### config.mk
export PLATFORM = sky130hd
export DESIGN_NAME = button_event_decoder
export DESIGN_NICKNAME = d
export VERILOG_FILES = /design/src/rtl/button_pkg.sv /design/src/rtl/btn_timer.sv /design/src/rtl/button_event_decoder.sv
export SDC_FILE = /design/constraint.sdc
export NUM_CORES = 1
export LEC_CHECK = 0
export CAP_MARGIN = 20
export CORE_UTILIZATION = 62
export CTS_BUF_LIST = sky130_fd_sc_hd__clkbuf_16
export DETAILED_ROUTE_END_ITERATION = 8
export GPL_TIMING_DRIVEN = 0
export PLACE_DENSITY = 0.84
export SLEW_MARGIN = 20
export SYNTH_ARGS = -nofsm -noshare
export SYNTH_HDL_FRONTEND = slang
export SYNTH_SLANG_ARGS = --single-unit
### constraint.sdc
create_clock -name clk -period 7.17 [get_ports clk]
set_clock_uncertainty 0.05 [all_clocks]
set_input_delay 1.434 -clock clk [delete_from_list [all_inputs] [get_ports clk]]
set_output_delay 1.434 -clock clk [all_outputs]
set_load 0.02 [all_outputs]
### src/rtl/button_pkg.sv
`default_nettype none
// ============================================================================
// Module      : button_pkg
// Description : Shared types and default timing constants for the button
//               event decoder. The FSM state type encodes B_IDLE, B_PRESSED
//               and B_LONG; 2'b11 is unused and recovers to B_IDLE.
// Revision    : 1.0 - initial release
// ============================================================================
package button_pkg;

    typedef enum logic [1:0] {
        B_IDLE    = 2'b00,
        B_PRESSED = 2'b01,
        B_LONG    = 2'b10
    } btn_state_t;

    // Defaults for a 50 MHz clock: 0.5 s to long-press, 0.1 s repeat period.
    localparam int c_DEFAULT_N            = 26;
    localparam int c_DEFAULT_LONG_TICKS   = 25_000_000;
    localparam int c_DEFAULT_REPEAT_TICKS = 5_000_000;

endpackage : button_pkg
`default_nettype wire

### src/rtl/btn_timer.sv
`default_nettype none
// ============================================================================
// Module      : btn_timer
// Description : N-bit up-counter with synchronous clear and a terminal
//               compare against a runtime limit.
// Ports       : clk, rst      - clock / synchronous active-high reset
//               clear         - load zero on the next edge (else increment)
//               limit[N-1:0]  - terminal value to compare against
//               at_limit      - combinational: count == limit
// Revision    : 1.0 - initial release
// ============================================================================
module btn_timer #(
    parameter int N = 26
) (
    input  logic         clk,
    input  logic         rst,
    input  logic         clear,
    input  logic [N-1:0] limit,
    output logic         at_limit
);

    logic [N-1:0] count_q;
    logic [N-1:0] count_d;

    always_comb begin
        count_d = clear ? '0 : count_q + N'(1);
    end

    always_ff @(posedge clk) begin
        if (rst) begin
            count_q <= '0;
        end else begin
            count_q <= count_d;
        end
    end

    assign at_limit = (count_q == limit);

endmodule : btn_timer
`default_nettype wire

### src/rtl/button_event_decoder.sv
`default_nettype none
// ============================================================================
// Module      : button_event_decoder
// Description : Turns a debounced button level into one-cycle press,
//               release, long-press and auto-repeat events.
// Ports       : clk, rst       - clock / synchronous active-high reset
//               boton_db       - debounced button level, 1 = pressed
//               press          - pulse on a new press
//               release_pulse  - pulse when the button is let go
//               long_press     - pulse once the hold reaches LONG_TICKS
//               repeat_pulse   - pulse every REPEAT_TICKS while long-held
//               held           - level, 1 while pressed or long-held
//               state[1:0]     - current FSM state (debug / LEDs)
//               The release and repeat events carry a _pulse suffix because
//               "release" and "repeat" are reserved words in SystemVerilog.
// Revision    : 1.0 - initial release
// ============================================================================
module button_event_decoder
    import button_pkg::*;
#(
    parameter int N            = c_DEFAULT_N,
    parameter int LONG_TICKS   = c_DEFAULT_LONG_TICKS,
    parameter int REPEAT_TICKS = c_DEFAULT_REPEAT_TICKS
) (
    input  logic       clk,
    input  logic       rst,
    input  logic       boton_db,
    output logic       press,
    output logic       release_pulse,
    output logic       long_press,
    output logic       repeat_pulse,
    output logic       held,
    output logic [1:0] state
);

    // Thresholds must fit the counter and leave at least one idle count.
    if (LONG_TICKS < 2 || 64'(LONG_TICKS) >= (64'd1 << N)) begin : g_bad_long_ticks
        $error("LONG_TICKS must be in 2..2^N-1");
    end
    if (REPEAT_TICKS < 2 || 64'(REPEAT_TICKS) >= (64'd1 << N)) begin : g_bad_repeat_ticks
        $error("REPEAT_TICKS must be in 2..2^N-1");
    end

    localparam logic [N-1:0] LONG_LIMIT   = N'(LONG_TICKS - 1);
    localparam logic [N-1:0] REPEAT_LIMIT = N'(REPEAT_TICKS - 1);

    btn_state_t   state_q, state_d;
    logic         boton_q, boton_d;
    logic         press_q, press_d;
    logic         release_q, release_d;
    logic         long_q, long_d;
    logic         repeat_q, repeat_d;
    logic         held_q, held_d;
    logic         cnt_clear;
    logic [N-1:0] cnt_limit;
    logic         cnt_at_limit;

    // Limit mux kept apart from the FSM block so the timer compare does not
    // form a combinational feedback path through a single process.
    always_comb begin
        case (state_q)
            B_PRESSED: cnt_limit = LONG_LIMIT;
            B_LONG:    cnt_limit = REPEAT_LIMIT;
            default:   cnt_limit = '0;
        endcase
    end

    btn_timer #(
        .N (N)
    ) u_timer (
        .clk      (clk),
        .rst      (rst),
        .clear    (cnt_clear),
        .limit    (cnt_limit),
        .at_limit (cnt_at_limit)
    );

    always_comb begin
        boton_d   = boton_db;
        state_d   = state_q;
        press_d   = 1'b0;
        release_d = 1'b0;
        long_d    = 1'b0;
        repeat_d  = 1'b0;

        case (state_q)
            B_IDLE: begin
                if (boton_q) begin
                    state_d = B_PRESSED;
                    press_d = 1'b1;
                end
            end
            B_PRESSED: begin
                // Release is checked first so it wins over the threshold.
                if (!boton_q) begin
                    state_d   = B_IDLE;
                    release_d = 1'b1;
                end else if (cnt_at_limit) begin
                    state_d = B_LONG;
                    long_d  = 1'b1;
                end
            end
            B_LONG: begin
                if (!boton_q) begin
                    state_d   = B_IDLE;
                    release_d = 1'b1;
                end else if (cnt_at_limit) begin
                    repeat_d = 1'b1;
                end
            end
            default: begin
                state_d = B_IDLE;
            end
        endcase

        held_d    = (state_d == B_PRESSED) || (state_d == B_LONG);
        // Restart the count at every period boundary and hold it at zero
        // while idle, so it never wraps.
        cnt_clear = (state_d == B_IDLE) || press_d || long_d || repeat_d;
    end

    always_ff @(posedge clk) begin
        if (rst) begin
            state_q   <= B_IDLE;
            boton_q   <= 1'b0;
            press_q   <= 1'b0;
            release_q <= 1'b0;
            long_q    <= 1'b0;
            repeat_q  <= 1'b0;
            held_q    <= 1'b0;
        end else begin
            state_q   <= state_d;
            boton_q   <= boton_d;
            press_q   <= press_d;
            release_q <= release_d;
            long_q    <= long_d;
            repeat_q  <= repeat_d;
            held_q    <= held_d;
        end
    end

    assign press         = press_q;
    assign release_pulse = release_q;
    assign long_press    = long_q;
    assign repeat_pulse  = repeat_q;
    assign held          = held_q;
    assign state         = state_q;

endmodule : button_event_decoder
`default_nettype wire

# Yosys cells after proc, flatten, opt, wreduce, memory -nomap -nowiden
# Cells that the tools add are included.
[totals] in_bits=3 latchBits=0 memories=0 ff_bits=34 ramBits=0 elab_cells=37 output_inout_bits=7 romBits=0
[classes] n_bitwise=1 shifts=0 n_div=0 magnitude_cmp=0 mul=0 reduce_logical=9 eq_ne=5 muxes=13 add_sub_neg=1
[op_table] operator="25-bit case mux with 2 select lines" n=1
[op_table] operator="26-bit by 1-bit adder with 26-bit output, second input constant" n=1
[op_table] operator="26-bit by 25-bit == test with 1-bit output" n=1
[op_table] operator="2-bit two-way mux" n=4
[op_table] operator="1-bit two-way mux" n=7
[op_table] operator="2-bit case mux with 3 select lines" n=1
[op_table] operator="2-bit OR reduction" n=3
[op_table] operator="2-bit by 1-bit == test with 1-bit output, second input constant" n=2
[op_table] operator="2-bit == test, second input constant" n=2
[op_table] operator="2-bit zero test" n=2
[op_table] operator="1-bit logical OR" n=4
[op_table] operator="1-bit inverter" n=1

# Depth between registers and ports, before layout
[logic_depth] depth_word=11 ltp_mapped=14

# Modules after synthesis
# Synthesis repeated with hierarchy kept, for this count alone.
[hier_totals] cells_unflattened=210 area_unflattened_um2=1890.6
[by_module_without_submodules] mod="btn_timer" n_inst=1 area_each_um2=1502.7 seq_area_each_um2=520.5 cells_per_inst=173
[by_module_without_submodules] mod="button_event_decoder" n_inst=1 area_each_um2=387.9 seq_area_each_um2=160.2 cells_per_inst=37

# Least setup slack after synthesis
# OpenSTA, ideal clock, no wires.
[synth_path] path_kind="register -> register" from="register state_q[0] (netlist: state[0])" to="register u_timer.count_q[11]" period_less_slack_ns=2.966 slack_ns=4.204 stages_incl_launch_ff=15 path_buffers=3 setup_time_ns=0.064 t_arrival_ns=2.853 required_ns=7.056 cell_sequence="dfxtp_1 > inv_1 > ha_1 > nand3_1 > nor2_1 > o21a_1 > and2_2 > a211o_1 > ha_1 > a211o_1 > clkbuf_1 > a31o_1 > buf_6 > buf_12 > nor2_1"
[synth_between] elab_chain_len=11 elab_cells_between_ends=20 classes_between="3 x eq/ne; 11 x mux; 6 x reduce/logical"
[synth_lines] item="start: declaration" line="button_event_decoder.sv:47" rtl="btn_state_t state_q, state_d;"
[synth_lines] item="start signal: assignment" line="button_event_decoder.sv:132" rtl="state_q <= state_d;"
[synth_lines] item="2-bit == test or 2-bit by 1-bit == test with 1-bit output (tied branches)" line="button_event_decoder.sv:61, button_event_decoder.sv:86"
[synth_lines] item="25-bit case mux with 2 select lines" line="button_event_decoder.sv:61" rtl="case (state_q)"
[synth_lines] item="26-bit by 25-bit == test with 1-bit output" line="btn_timer.sv:37" rtl="assign at_limit = (count_q == limit);"
[synth_lines] item="2-bit two-way mux" line="button_event_decoder.sv:98" rtl="end else if (cnt_at_limit) begin"
[synth_lines] item="2-bit two-way mux" line="button_event_decoder.sv:95" rtl="if (!boton_q) begin"
[synth_lines] item="2-bit case mux with 3 select lines" line="button_event_decoder.sv:86" rtl="case (state_q)"
[synth_lines] item="2-bit zero test" line="button_event_decoder.sv:119" rtl="cnt_clear = (state_d == B_IDLE) || press_d || long_d || repeat_d;"
[synth_lines] item="1-bit logical OR (2 in series)" line="button_event_decoder.sv:119"
[synth_lines] item="1-bit logical OR (*)" line="button_event_decoder.sv:119"
[synth_lines] item="2-bit OR reduction (no source line) (*)"
[synth_lines] item="end signal: assignment" line="btn_timer.sv:33" rtl="count_q <= count_d;"
[synth_lines] item="end: declaration" line="btn_timer.sv:22" rtl="logic [N-1:0] count_q;"
# Mark *: on every way between the ends. The rest lies on a longest branch, timed or not.
# A chain may end at the register's enable or synchronous reset.

# Final worst setup path
[layout_path] from="register state_q[1] (netlist: state[1])" to="register u_timer.count_q[8]"
# Same word-level chain as after synthesis.

==> results.sh <==
export IMPL_outcome="completed"
export IMPL_clock_buffer_count_from_cts=5
export IMPL_dpl_instance_area_mm2=0.00175
export IMPL_setup_viol_count_final=0
export IMPL_fmaxAchievable_mhz=311
export IMPL_reg2reg_from="state[1]$_SDFF_PP0_"
export IMPL_cts_hold_buffers_added=0
export IMPL_timing_hold_worst_start="u_timer.count_q[0]$_SDFF_PP0_"
export IMPL_cts_tree="built"
export IMPL_wire_length_of_the_first_global_routing_pass_um=5550
export IMPL_startpoint_type="register"
export IMPL_cp_buffers_inverters=4
export IMPL_required_ps=7330
export IMPL_slew_headroom_pct=49.1
export IMPL_highest_layer="met4"
export IMPL_vdd_ir_drop_max_uv=226
export IMPL_drt_iter0_markers=20
export IMPL_globalRouteOverflowTotal=0
export IMPL_holdPathStages=1
export IMPL_critical_path_cell_chain="inv_1 > ha_1 > and3_1 > o211ai_1 > nor4_2 > and2_2 > a211o_1 > ha_1 > a211o_1 > clkbuf_1 > a31o_1 > buf_6 > buf_12 > nor2_1"
export IMPL_placement_rows=18
export IMPL_m1WireLength_um=1520
export IMPL_dr_pass1_iters=4
export IMPL_ctsResizeCount=0
export IMPL_antenna_found_initial=0
export IMPL_drive_above_1_share_pct=5.00
export IMPL_period_minus_slack_ps=3220
export IMPL_detail_route_drc_violations=0
export IMPL_power_leakage_uw=0.000680
export IMPL_antenna_left=0
export IMPL_hold_path_class="reg -> reg"
export IMPL_post_dp_hpwl_um=2430
export IMPL_reg2reg_depth=14
export IMPL_weighted_congestion_at_the_end_of_routability_driven_global_placement=0.861
export IMPL_wl_met2_um=1740
export IMPL_max_slew_worst_pin_slew_ps=756
export IMPL_synth_seq_area_share_pct=41.9
export IMPL_io_buffer_count=9
export IMPL_synth_warnings=0
export IMPL_async_reset_ff_share_pct=0
export IMPL_via_count=1330
export IMPL_synth_net_count=195
export IMPL_timing_setup_tns_ps=0
export IMPL_timing_final_crit_share_pct=44.9
export IMPL_fillCellCount=187
export IMPL_die_width_um=53.2
export IMPL_first_global_vias=1243
export IMPL_die_area_mm2=0.00283
export IMPL_switching_power_uw=115
export IMPL_worstPathMaxFanout=10
export IMPL_seq_power_share_pct=42.7
export IMPL_min_delay_worst_endpoint="u_timer.count_q[0]$_SDFF_PP0_"
export IMPL_vias_per_cell=5.78
export IMPL_syn_to_final_growth_pct=15.8
export IMPL_cts_num_sinks=34
export IMPL_met3_wirelength_um=129
export IMPL_synth_edff_count=0
export IMPL_arrival_ps=3370
export IMPL_cts_root_buffer_cell="sky130_fd_sc_hd__clkbuf_16"
export IMPL_nets=211
export IMPL_grt_start_max_net_pins=11
export IMPL_ys_types=34
export IMPL_placeableCoreArea_mm2=0.00248
export IMPL_n_antenna_cell=0
export IMPL_cts_setup_buffers=0
export IMPL_final_cell_area_mm2=0.00188
export IMPL_crit_path_top_delay_cell="sky130_fd_sc_hd__dfxtp_1"
export IMPL_report_final_slew_viol_count=0
export IMPL_cellPowerDensity_mw_per_mm2=247
export IMPL_h_tree_depth=2
export IMPL_r2r_setup_slack_ps=3950
export IMPL_critPathCaptureType="register"
export IMPL_die_height_um=53.2
export IMPL_synth_avg_cell_area_um2=8.79
export IMPL_critical_path_max_stage_delay_ps=390
export IMPL_ys_seq_elements=34
export IMPL_synth_top_flop_cell="sky130_fd_sc_hd__dfxtp_1"
export IMPL_rsz0062_at_grt="false"
export IMPL_clkSlewWorstSetupHoldPaths_ps=50
export IMPL_num_io_pins=10
export IMPL_grt_total_usage_pct=29.0
export IMPL_sw_frac_of_total_pct=24.7
export IMPL_critPathKind="reg -> reg"
export IMPL_synth_area_mm2=0.00163
export IMPL_timing_critical_path_max_delay_family="compound AO/OA/AOI/OAI gates"
export IMPL_max_cap_violations=0
export IMPL_pwr_share_comb_pct=15.8
export IMPL_clock_power_share_pct=41.6
export IMPL_starting_utilization_of_the_core_area_pct=65.6
export IMPL_crit_reg2reg_capture="u_timer.count_q[8]$_SDFF_PP0_"
export IMPL_wire_per_inst_um=15.0
export IMPL_cell_internal_pwr_uw=350
export IMPL_report_final_hold_viol_count=0
export IMPL_wl_um=3440
export IMPL_syn_instance_count=185
export IMPL_clk_insertion_delay_late_ps=280
export IMPL_clock_tree_buffer_depth=2
metal layers:
| metal | vias to the layer above | track usage, % |
|---|---|---|
| met4 | 0 | 12.7 |
| met5 | - | 0 |
| li1 | 673 | - |
| met1 | 631 | 30.9 |
| met2 | 20 | 51.0 |
| met3 | 6 | 9.48 |
cell families (layout without fill, tap and decap cells):
group                    after synthesis  after routing  share of synthesized area, %
adder cells (fa/ha/maj)                7              7                          5.39
XOR/XNOR                              24             24                          12.9
flip-flops                            34             34                          41.9
AND/OR/NAND/NOR                       98             98                          30.0
AO/OA/AOI/OAI                         15             15                          6.70
buffers and inverters                  7             22                          3.08
Yosys cell counts, types with 2 or more instances:
cell type / n / area share [%]
sky130_fd_sc_hd__a211o_1: 2 / 1.1
sky130_fd_sc_hd__a21oi_1: 3 / 0.92
sky130_fd_sc_hd__and2_1: 2 / 0.77
sky130_fd_sc_hd__and3_1: 7 / 2.7
sky130_fd_sc_hd__and4_1: 2 / 1.1
sky130_fd_sc_hd__dfxtp_1: 34 / 42
sky130_fd_sc_hd__ha_1: 7 / 5.4
sky130_fd_sc_hd__inv_1: 4 / 0.92
sky130_fd_sc_hd__nand2_1: 13 / 3.0
sky130_fd_sc_hd__nand3_1: 11 / 3.4
sky130_fd_sc_hd__nand4_1: 8 / 3.1
sky130_fd_sc_hd__nor2_1: 35 / 8.1
sky130_fd_sc_hd__nor2b_1: 2 / 0.77
sky130_fd_sc_hd__nor3_1: 9 / 2.8
sky130_fd_sc_hd__nor4_1: 2 / 0.77
sky130_fd_sc_hd__o21a_1: 3 / 1.4
sky130_fd_sc_hd__or4_1: 2 / 0.92
sky130_fd_sc_hd__xnor2_1: 3 / 1.6
sky130_fd_sc_hd__xor2_1: 21 / 11
layout by cell type (no fill, tap or decap), drive strengths merged:
cell type      count
a2111oi            1
nand4              8
o31a               1
xnor2              3
and4               3
a22oi              1
xor2              21
a211o              2
clkdlybuf4s50      9
or4                2
and2               4
nand3             11
nor3b              1
o211ai             1
nor3               9
and3               7
clkinv             1
clkbuf             6
o21a               3
a31oi              1
a21oi              3
nand2             13
buf                2
ha                 7
nor2              35
inv                4
a31o               1
nor4               3
nor2b              2
o22ai              1
dfxtp             34
worst max-delay path by stage:
stage / start / to / slack (ps) / cells after the start
after floorplan: state[0]$_SDFF_PP0_ / u_timer.count_q[11]$_SDFF_PP0_ / 4200 / 14
after global placement: rst / u_timer.count_q[12]$_SDFF_PP0_ / 3950 / 7
after detailed placement: rst / u_timer.count_q[16]$_SDFF_PP0_ / 3860 / 7
after CTS: state[1]$_SDFF_PP0_ / u_timer.count_q[8]$_SDFF_PP0_ / 3970 / 14
after global routing: state[1]$_SDFF_PP0_ / u_timer.count_q[12]$_SDFF_PP0_ / 3690 / 14
final: state[1]$_SDFF_PP0_ / u_timer.count_q[8]$_SDFF_PP0_ / 3950 / 14
metrics by stage:
step | std cells | setup WS (ps) | hold slack [ps] | utilization, % | total power [uW]
final | 230 | 3950 | 459 | 76.0 | 465
after global routing | 230 | 3690 | 499 | 76.0 | 483
after CTS | 230 | 3970 | 462 | 76.0 | 468
after detailed placement | 224 | 3860 | 451 | 70.8 | 275
after global placement | 224 | 3950 | 418 | 70.8 | 271
after floorplan | 185 | 4200 | 399 | - | 253
final cells by class:
type	instances	area [um^2]	area share [%]
plain buffers	3	35.0	1.86
clock buffers	5	125	6.65
clock inverters	1	3.75	0.199
inverters	4	15.0	0.798
multi-input cells	144	895	47.5
flip-flops and latches	34	681	36.2
well taps	30	37.5	1.99
repair buffers	9	90.1	4.79
state kept, by name, indices dropped and copies added (netlist names):
signal	flops
u_timer.count_q	26
state	2
boton_q	1
held	1
long_press	1
press	1
release_pulse	1
repeat_pulse	1
power groups by stage:
stage | registers (uW) | clock network (uW) | logic (uW)
2_1_floorplan | 205 | 0 | 47.6
3_3_place_gp | 202 | 0 | 69.4
3_5_place_dp | 202 | 0 | 72.8
4_1_cts | 198 | 196 | 72.9
5_1_grt | 199 | 203 | 81.2
6_report | 198 | 193 | 73.4
(Power assumes the default switching activity.)
